[src/rtl/barril_ctrl_pkg.sv]
// Barrel sprite controller shared types and constants.
// Optional rotation animation: define BARRIL_ANIM_EN.
package barril_ctrl_pkg;

  typedef enum logic [1:0] {
    IDLE   = 2'd0,
    ROLL_R = 2'd1,
    ROLL_L = 2'd2,
    FALL   = 2'd3
  } state_t;

  localparam logic [1:0] DRAW_NONE   = 2'b00;
  localparam logic [1:0] DRAW_RED    = 2'b01;
  localparam logic [1:0] DRAW_ORANGE = 2'b10;
  localparam logic [1:0] DRAW_BLUE   = 2'b11;

  localparam logic [9:0] SPAWN_X = 10'd64;
  localparam logic [9:0] X_MIN   = 10'd16;
  localparam logic [9:0] X_MAX   = 10'd608;

  localparam logic [3:0][9:0] PLAT_Y = {
    10'd400, 10'd288, 10'd176, 10'd64
  };

  localparam logic [1:0] LAST_LEVEL = 2'd3;

  localparam logic [9:0] SPRITE_W = 10'd16;
  localparam logic [9:0] SPRITE_H = 10'd16;

  localparam logic [9:0] X_STEP = 10'd2;
  localparam logic [9:0] Y_STEP = 10'd4;

  localparam logic [2:0] ANIM_DIV_LAST = 3'd7;

  function automatic state_t roll_dir(
    input logic [1:0] lvl
  );
    return lvl[0] ? ROLL_L : ROLL_R;
  endfunction

endpackage

[src/rtl/barril_ctrl_if.sv]
// Barrel controller bus: frame/position inputs from
// the video timing and sprite outputs to the colour mux.
interface barril_ctrl_if;
  logic       frame_tick;
  logic       spawn;
  logic [9:0] hcount;
  logic [9:0] vcount;
  logic [1:0] barril_draw;
  logic       barril_active;
  logic [9:0] barril_x;
  logic [9:0] barril_y;

  modport master (
    output frame_tick, spawn, hcount, vcount,
    input  barril_draw, barril_active,
    input  barril_x, barril_y
  );

  modport slave (
    input  frame_tick, spawn, hcount, vcount,
    output barril_draw, barril_active,
    output barril_x, barril_y
  );
endinterface

[src/rtl/barril_rom.sv]
// 16x16 barrel sprite, 2 bpp, combinational read.
// BARRIL_ANIM_EN adds frames 1-3 (bands rotate inward).
module barril_rom
  import barril_ctrl_pkg::*;
(
  input  logic [1:0] frame,
  input  logic [3:0] row,
  input  logic [3:0] col,
  output logic [1:0] px
);

  localparam logic [31:0] HOOP = 32'hAAAA_AAAA;
  localparam logic [31:0] BAND = 32'hFFFF_FFFF;
  localparam logic [31:0] BODY = 32'h9555_5556;

  logic [15:0][1:0] line;
  logic [3:0]       band_lo;
  logic [3:0]       band_hi;

`ifdef BARRIL_ANIM_EN
  assign band_lo = 4'd3 + {2'b00, frame};
  assign band_hi = 4'd12 - {2'b00, frame};
`else
  logic unused_frame;
  assign unused_frame = ^frame;
  assign band_lo = 4'd3;
  assign band_hi = 4'd12;
`endif

  always_comb begin
    line = BODY;
    if (row == 4'd0 || row == 4'd15)
      line = HOOP;
    else if (row == band_lo || row == band_hi)
      line = BAND;
  end

  // col 0 sits in the top bits of each row word
  assign px = line[4'd15 - col];

endmodule

[src/rtl/barril_ctrl.sv]
// Rolling barrel FSM with registered sprite draw.
// Define BARRIL_ANIM_EN for the 4-frame rotation animation.
module barril_ctrl
  import barril_ctrl_pkg::*;
(
  input  logic         clk,
  input  logic         rst,
  barril_ctrl_if.slave bus
);

  state_t     state;
  logic       active;
  logic [9:0] x;
  logic [9:0] y;
  logic [1:0] level;
  logic [1:0] frame;
  logic [1:0] draw;

  logic [9:0] next_plat;
  logic [1:0] next_level;

  assign next_level = level + 2'd1;
  assign next_plat  = PLAT_Y[next_level];

`ifdef BARRIL_ANIM_EN
  logic [2:0] anim_cnt;
`else
  assign frame = 2'b00;
`endif

  always_ff @(posedge clk) begin
    if (rst) begin
      state  <= IDLE;
      active <= 1'b0;
      x      <= '0;
      y      <= '0;
      level  <= '0;
`ifdef BARRIL_ANIM_EN
      frame    <= '0;
      anim_cnt <= '0;
`endif
    end else begin
      unique case (state)
        IDLE: begin
          if (bus.spawn) begin
            state  <= ROLL_R;
            active <= 1'b1;
            x      <= SPAWN_X;
            y      <= PLAT_Y[0];
            level  <= '0;
`ifdef BARRIL_ANIM_EN
            frame    <= '0;
            anim_cnt <= '0;
`endif
          end
        end
        ROLL_R, ROLL_L: begin
          if (bus.frame_tick) begin
            if ((state == ROLL_R && x == X_MAX) ||
                (state == ROLL_L && x == X_MIN)) begin
              if (level == LAST_LEVEL) begin
                state  <= IDLE;
                active <= 1'b0;
              end else begin
                state <= FALL;
              end
            end else if (state == ROLL_R) begin
              x <= x + X_STEP;
            end else begin
              x <= x - X_STEP;
            end
`ifdef BARRIL_ANIM_EN
            anim_cnt <= anim_cnt + 3'd1;
            if (anim_cnt == ANIM_DIV_LAST)
              frame <= frame + 2'd1;
`endif
          end
        end
        FALL: begin
          if (bus.frame_tick) begin
            y <= y + Y_STEP;
            // landing: direction alternates per level
            if (y + Y_STEP == next_plat) begin
              level <= next_level;
              state <= roll_dir(next_level);
            end
          end
        end
      endcase
    end
  end

  logic [9:0] dx;
  logic [9:0] dy;
  logic       hit;
  logic [1:0] rom_px;

  assign dx  = bus.hcount - x;
  assign dy  = bus.vcount - y;
  assign hit = active &&
               bus.hcount >= x && dx < SPRITE_W &&
               bus.vcount >= y && dy < SPRITE_H;

  barril_rom u_rom (
    .frame (frame),
    .row   (dy[3:0]),
    .col   (dx[3:0]),
    .px    (rom_px)
  );

  always_ff @(posedge clk) begin
    if (rst)
      draw <= DRAW_NONE;
    else
      draw <= hit ? rom_px : DRAW_NONE;
  end

  assign bus.barril_draw   = draw;
  assign bus.barril_active = active;
  assign bus.barril_x      = x;
  assign bus.barril_y      = y;

endmodule
[src/flat_wrapper.sv]
// flat-port wrapper written by rule: the top's interface ports become plain ports
module barril_ctrl_flat import barril_ctrl_pkg::*;
  (clk, rst, bus_frame_tick, bus_spawn, bus_hcount, bus_vcount, bus_barril_draw, bus_barril_active, bus_barril_x, bus_barril_y);
  barril_ctrl_if bus_i ();
  input  logic clk;
  input  logic rst;
  input wire logic [$bits(bus_i.frame_tick)-1:0] bus_frame_tick;
  input wire logic [$bits(bus_i.spawn)-1:0] bus_spawn;
  input wire logic [$bits(bus_i.hcount)-1:0] bus_hcount;
  input wire logic [$bits(bus_i.vcount)-1:0] bus_vcount;
  output wire logic [$bits(bus_i.barril_draw)-1:0] bus_barril_draw;
  output wire logic [$bits(bus_i.barril_active)-1:0] bus_barril_active;
  output wire logic [$bits(bus_i.barril_x)-1:0] bus_barril_x;
  output wire logic [$bits(bus_i.barril_y)-1:0] bus_barril_y;
  assign bus_i.frame_tick = bus_frame_tick;
  assign bus_i.spawn = bus_spawn;
  assign bus_i.hcount = bus_hcount;
  assign bus_i.vcount = bus_vcount;
  assign bus_barril_draw = bus_i.barril_draw;
  assign bus_barril_active = bus_i.barril_active;
  assign bus_barril_x = bus_i.barril_x;
  assign bus_barril_y = bus_i.barril_y;
  barril_ctrl u_core (.clk(clk), .rst(rst), .bus(bus_i));
endmodule
[config.mk]
export PLATFORM = sky130hd
export DESIGN_NAME = barril_ctrl_flat
export DESIGN_NICKNAME = d
export VERILOG_FILES = /design/src/rtl/barril_ctrl_pkg.sv /design/src/rtl/barril_ctrl_if.sv /design/src/rtl/barril_rom.sv /design/src/rtl/barril_ctrl.sv /design/src/flat_wrapper.sv
export SDC_FILE = /design/constraint.sdc
export NUM_CORES = 1
export LEC_CHECK = 0
export CAP_MARGIN = 20
export CORE_MARGIN = 1
export CORE_UTILIZATION = 34
export DETAILED_ROUTE_END_ITERATION = 7
export DONT_BUFFER_PORTS = 1
export GPL_ROUTABILITY_DRIVEN = 0
export GPL_TIMING_DRIVEN = 0
export SKIP_CTS_REPAIR_TIMING = 1
export SLEW_MARGIN = 0
export SYNTH_ARGS = -nofsm -noshare
export SYNTH_HDL_FRONTEND = slang
export SYNTH_HIERARCHICAL = 1
export SYNTH_SLANG_ARGS = --single-unit
[constraint.sdc]
create_clock -name clk -period 6.5 [get_ports clk]
set_input_delay 1.3 -clock clk [delete_from_list [all_inputs] [get_ports clk]]
set_output_delay 1.3 -clock clk [all_outputs]
set_load 0.02 [all_outputs]
==> out/metrics.cfg <==
[global_routing]
grt_pass1_wl_um=11700
antenna_found_initial=0
first_global_vias=2442
grt_remaining_overflow=0
grt_max_degree=13
grt_usage_pct=17.0

[timing]
finalMaxSlewViolations=0
post-route-period-util_pct=48.1
worst_slew_pin_slew_ns=0.757
rsz0062_at_grt=no
period_minus_slack_ns=3.12
holdWs_ns=0.501
final-setup-viol-count=0
setup_slack_ns=3.38
fmax_mhz=320
tns_ns=0
finalClockSkew_ns=0.00761
relSlewSlack_pct=49.1
hold_viol_final=0

[yosys]
synth-edff-count=0
synthXorXnorAreaFrac_pct=6.66
synth_area_um2=2700
avgSynthCellArea_um2=7.60
synth_mux_area_share_pct=0.833
yosys.area_share.adder_pct=16.3
yosys_warnings=6
ys_types=68
async_reset_ff_share_pct=0
syn_inst=356
synth_compound_area_share_pct=24.7
synth_top_family_by_area=simple AND/OR/NAND/NOR gates
synthSimpleGateAreaFrac_pct=27.2
ys.flop_type=dfxtp_1
yosysSeqAreaShare_pct=17.8
ys_ff_latch=24

[finish]
instances_no_fill=465
seqCellArea_um2=480
diodes=0
multiInputGateArea_um2=2070
area_growth_pct=6.80
drive_gt1_share_pct=6.34
finish.instance_area_um2=2890
n_fill_cell=811
final_core_util_pct=37.4
nets=423

[pwr]
power_leakage_nw=1.09
p_total_uw=874
irDropWorstVdd_mv=0.148
pwr_density_cell_nw_per_um2=303

[floorplanning]
core_um2=7730
io_pins=47
fp.dieH_um=91.2
die-area_um2=8310
start_util_pct=35.0
die-width_um=91.2
row_count=32

[worst_setup_path]
setup.worst_path.start_class=primary input
crit_fanout=7
critPathRequiredTime_ns=6.70
critical_path_class=in2reg
crit_arrival_ns=3.32
end_kind=register

[clock_tree]
cts_buffers=3
clk_latency_ns=0.27
path_clk_slew_ns=0.10
cts.sinks=24
root_buffer=clkbuf_8
cts.path.max_buffers=2
cts_max_level=1
cts_tree=built

[detailed_routing]
drc=0
drtIter0Drc=149
ant_nets=0
wl_per_cell_um=15.0
wl_um=6980
vias=2590
drt_pass1_iterations=4
vias_per_cell=5.57

[placed_design]
dp_cells=462
dp_slack_ns=3.11
post_dp_cell_area_um2=2850
io_buffers=0
post-dp-hpwl_um=5660

[flow_run]
maxCapViolations=0

[outcome]
status=complete, no violations

[min_path]
min_path_type=reg2reg

[placed cells by master, fill, tap and decap left out, drive strengths merged, types with 5 or more instances in the layout]
master  Yosys  final
xnor2      11     11
a22oi       7      7
nand2      23     23
a21oi      28     28
inv        30     30
a21o        5      5
dfxtp      24     24
clkbuf      5      8
ha         32     32
a211oi      5      5
o21ai      18     18
buf         6      6
conb        2      6
xor2        7      7
nand4       6      6
nand3      10     10
nor3       15     15
nand2b      6      6
nor2b       9      9
nor2       33     33
[logic make-up after synthesis]
kind of cell             after synthesis
XOR/XNOR                              19
buffers and inverters                 41
AO/OA/AOI/OAI                         99
flip-flops                            24
multiplexers                           2
adder cells (fa/ha/maj)               34
other                                  2
AND/OR/NAND/NOR                      135
[Yosys cell counts, drive strengths merged (2+ instances only)]
cell,number,area [µm²]
nor2,33,126
ha,32,400
inv,30,113
a21oi,28,140
dfxtp,24,480
nand2,23,86.3
o21ai,18,93.8
nor3,15,75.1
xnor2,11,96.3
nand3,10,55.1
nor2b,9,63.8
a22oi,7,52.6
xor2,7,61.3
buf,6,36.3
nand2b,6,37.5
nand4,6,37.5
a211oi,5,37.5
a21o,5,37.5
clkbuf,5,20.0
a221oi,4,41.3
nor4,4,25.0
o21a,4,30.0
or2,4,25.0
or2b,4,30.0
and4,3,26.3
nor4b,3,26.3
o211ai,3,22.5
o21bai,3,22.5
or4,3,22.5
a21boi,2,15.0
a311oi,2,17.5
a32oi,2,17.5
and2b,2,16.3
and3,2,12.5
and4b,2,20.0
conb,2,7.51
fa,2,40.0
mux2,2,22.5
nor3b,2,15.0
o22ai,2,12.5
o31ai,2,15.0
or3,2,12.5
[registers in the layout, indices dropped and copies added (netlist names)]
name / count
u_core/state: 2
u_core/bus.barril_draw: 2
u_core/level: 2
u_core/bus.barril_active: 1
u_core/bus.barril_x: 9
u_core/bus.barril_y: 8
[layout make-up]
cell class                 count  share of cell area (%)
multi-input combinational    295                    71.7
sequential                    24                    16.6
tap                          102                    4.42
inverter                      30                    3.90
buffer                        11                    1.95
clock buffer                   3                    1.43
[critical path, stage by stage]
cell      delay, ns
ha_1           0.40
o21ai_2        0.10
a32oi_1        0.20
o311a_1        0.18
nand4_1        0.11
or4_1          0.53
a2111o_1       0.38
nor3_1         0.13
[path summary, 6_finish.rpt]
| path | startpoint | to | slack, ns | depth (start not counted) |
|---|---|---|---|---|
| max | bus_vcount[6] | u_core/bus.barril_draw[1]$_SDFF_PP0_ | 3.38 | 8 |
| min | u_core/level[1]$_SDFFE_PP0P_ | u_core/level[1]$_SDFFE_PP0P_ | 0.50 | 1 |
| max reg2reg | u_core/bus.barril_y[6]$_SDFFE_PP0P_ | u_core/bus.barril_draw[1]$_SDFF_PP0_ | 3.56 | 10 |
| min reg2reg | u_core/level[1]$_SDFFE_PP0P_ | u_core/level[1]$_SDFFE_PP0P_ | 0.50 | 1 |
[where the power goes]
part / switching (mW) / internal [mW]
sequential: 0.0575 / 0.172
clock: 0.0517 / 0.0415
combinational: 0.313 / 0.238
[per-layer routing]
layer | global-route usage (%) | vias up | routed length (µm)
li1 | - | 1314 | -
met1 | 22.0 | 1213 | 3290
met2 | 29.7 | 57 | 3330
met3 | 2.09 | 6 | 251
met4 | 4.50 | 0 | 112
met5 | 0 | - | 0
Power figures use the tool's default switching activity.
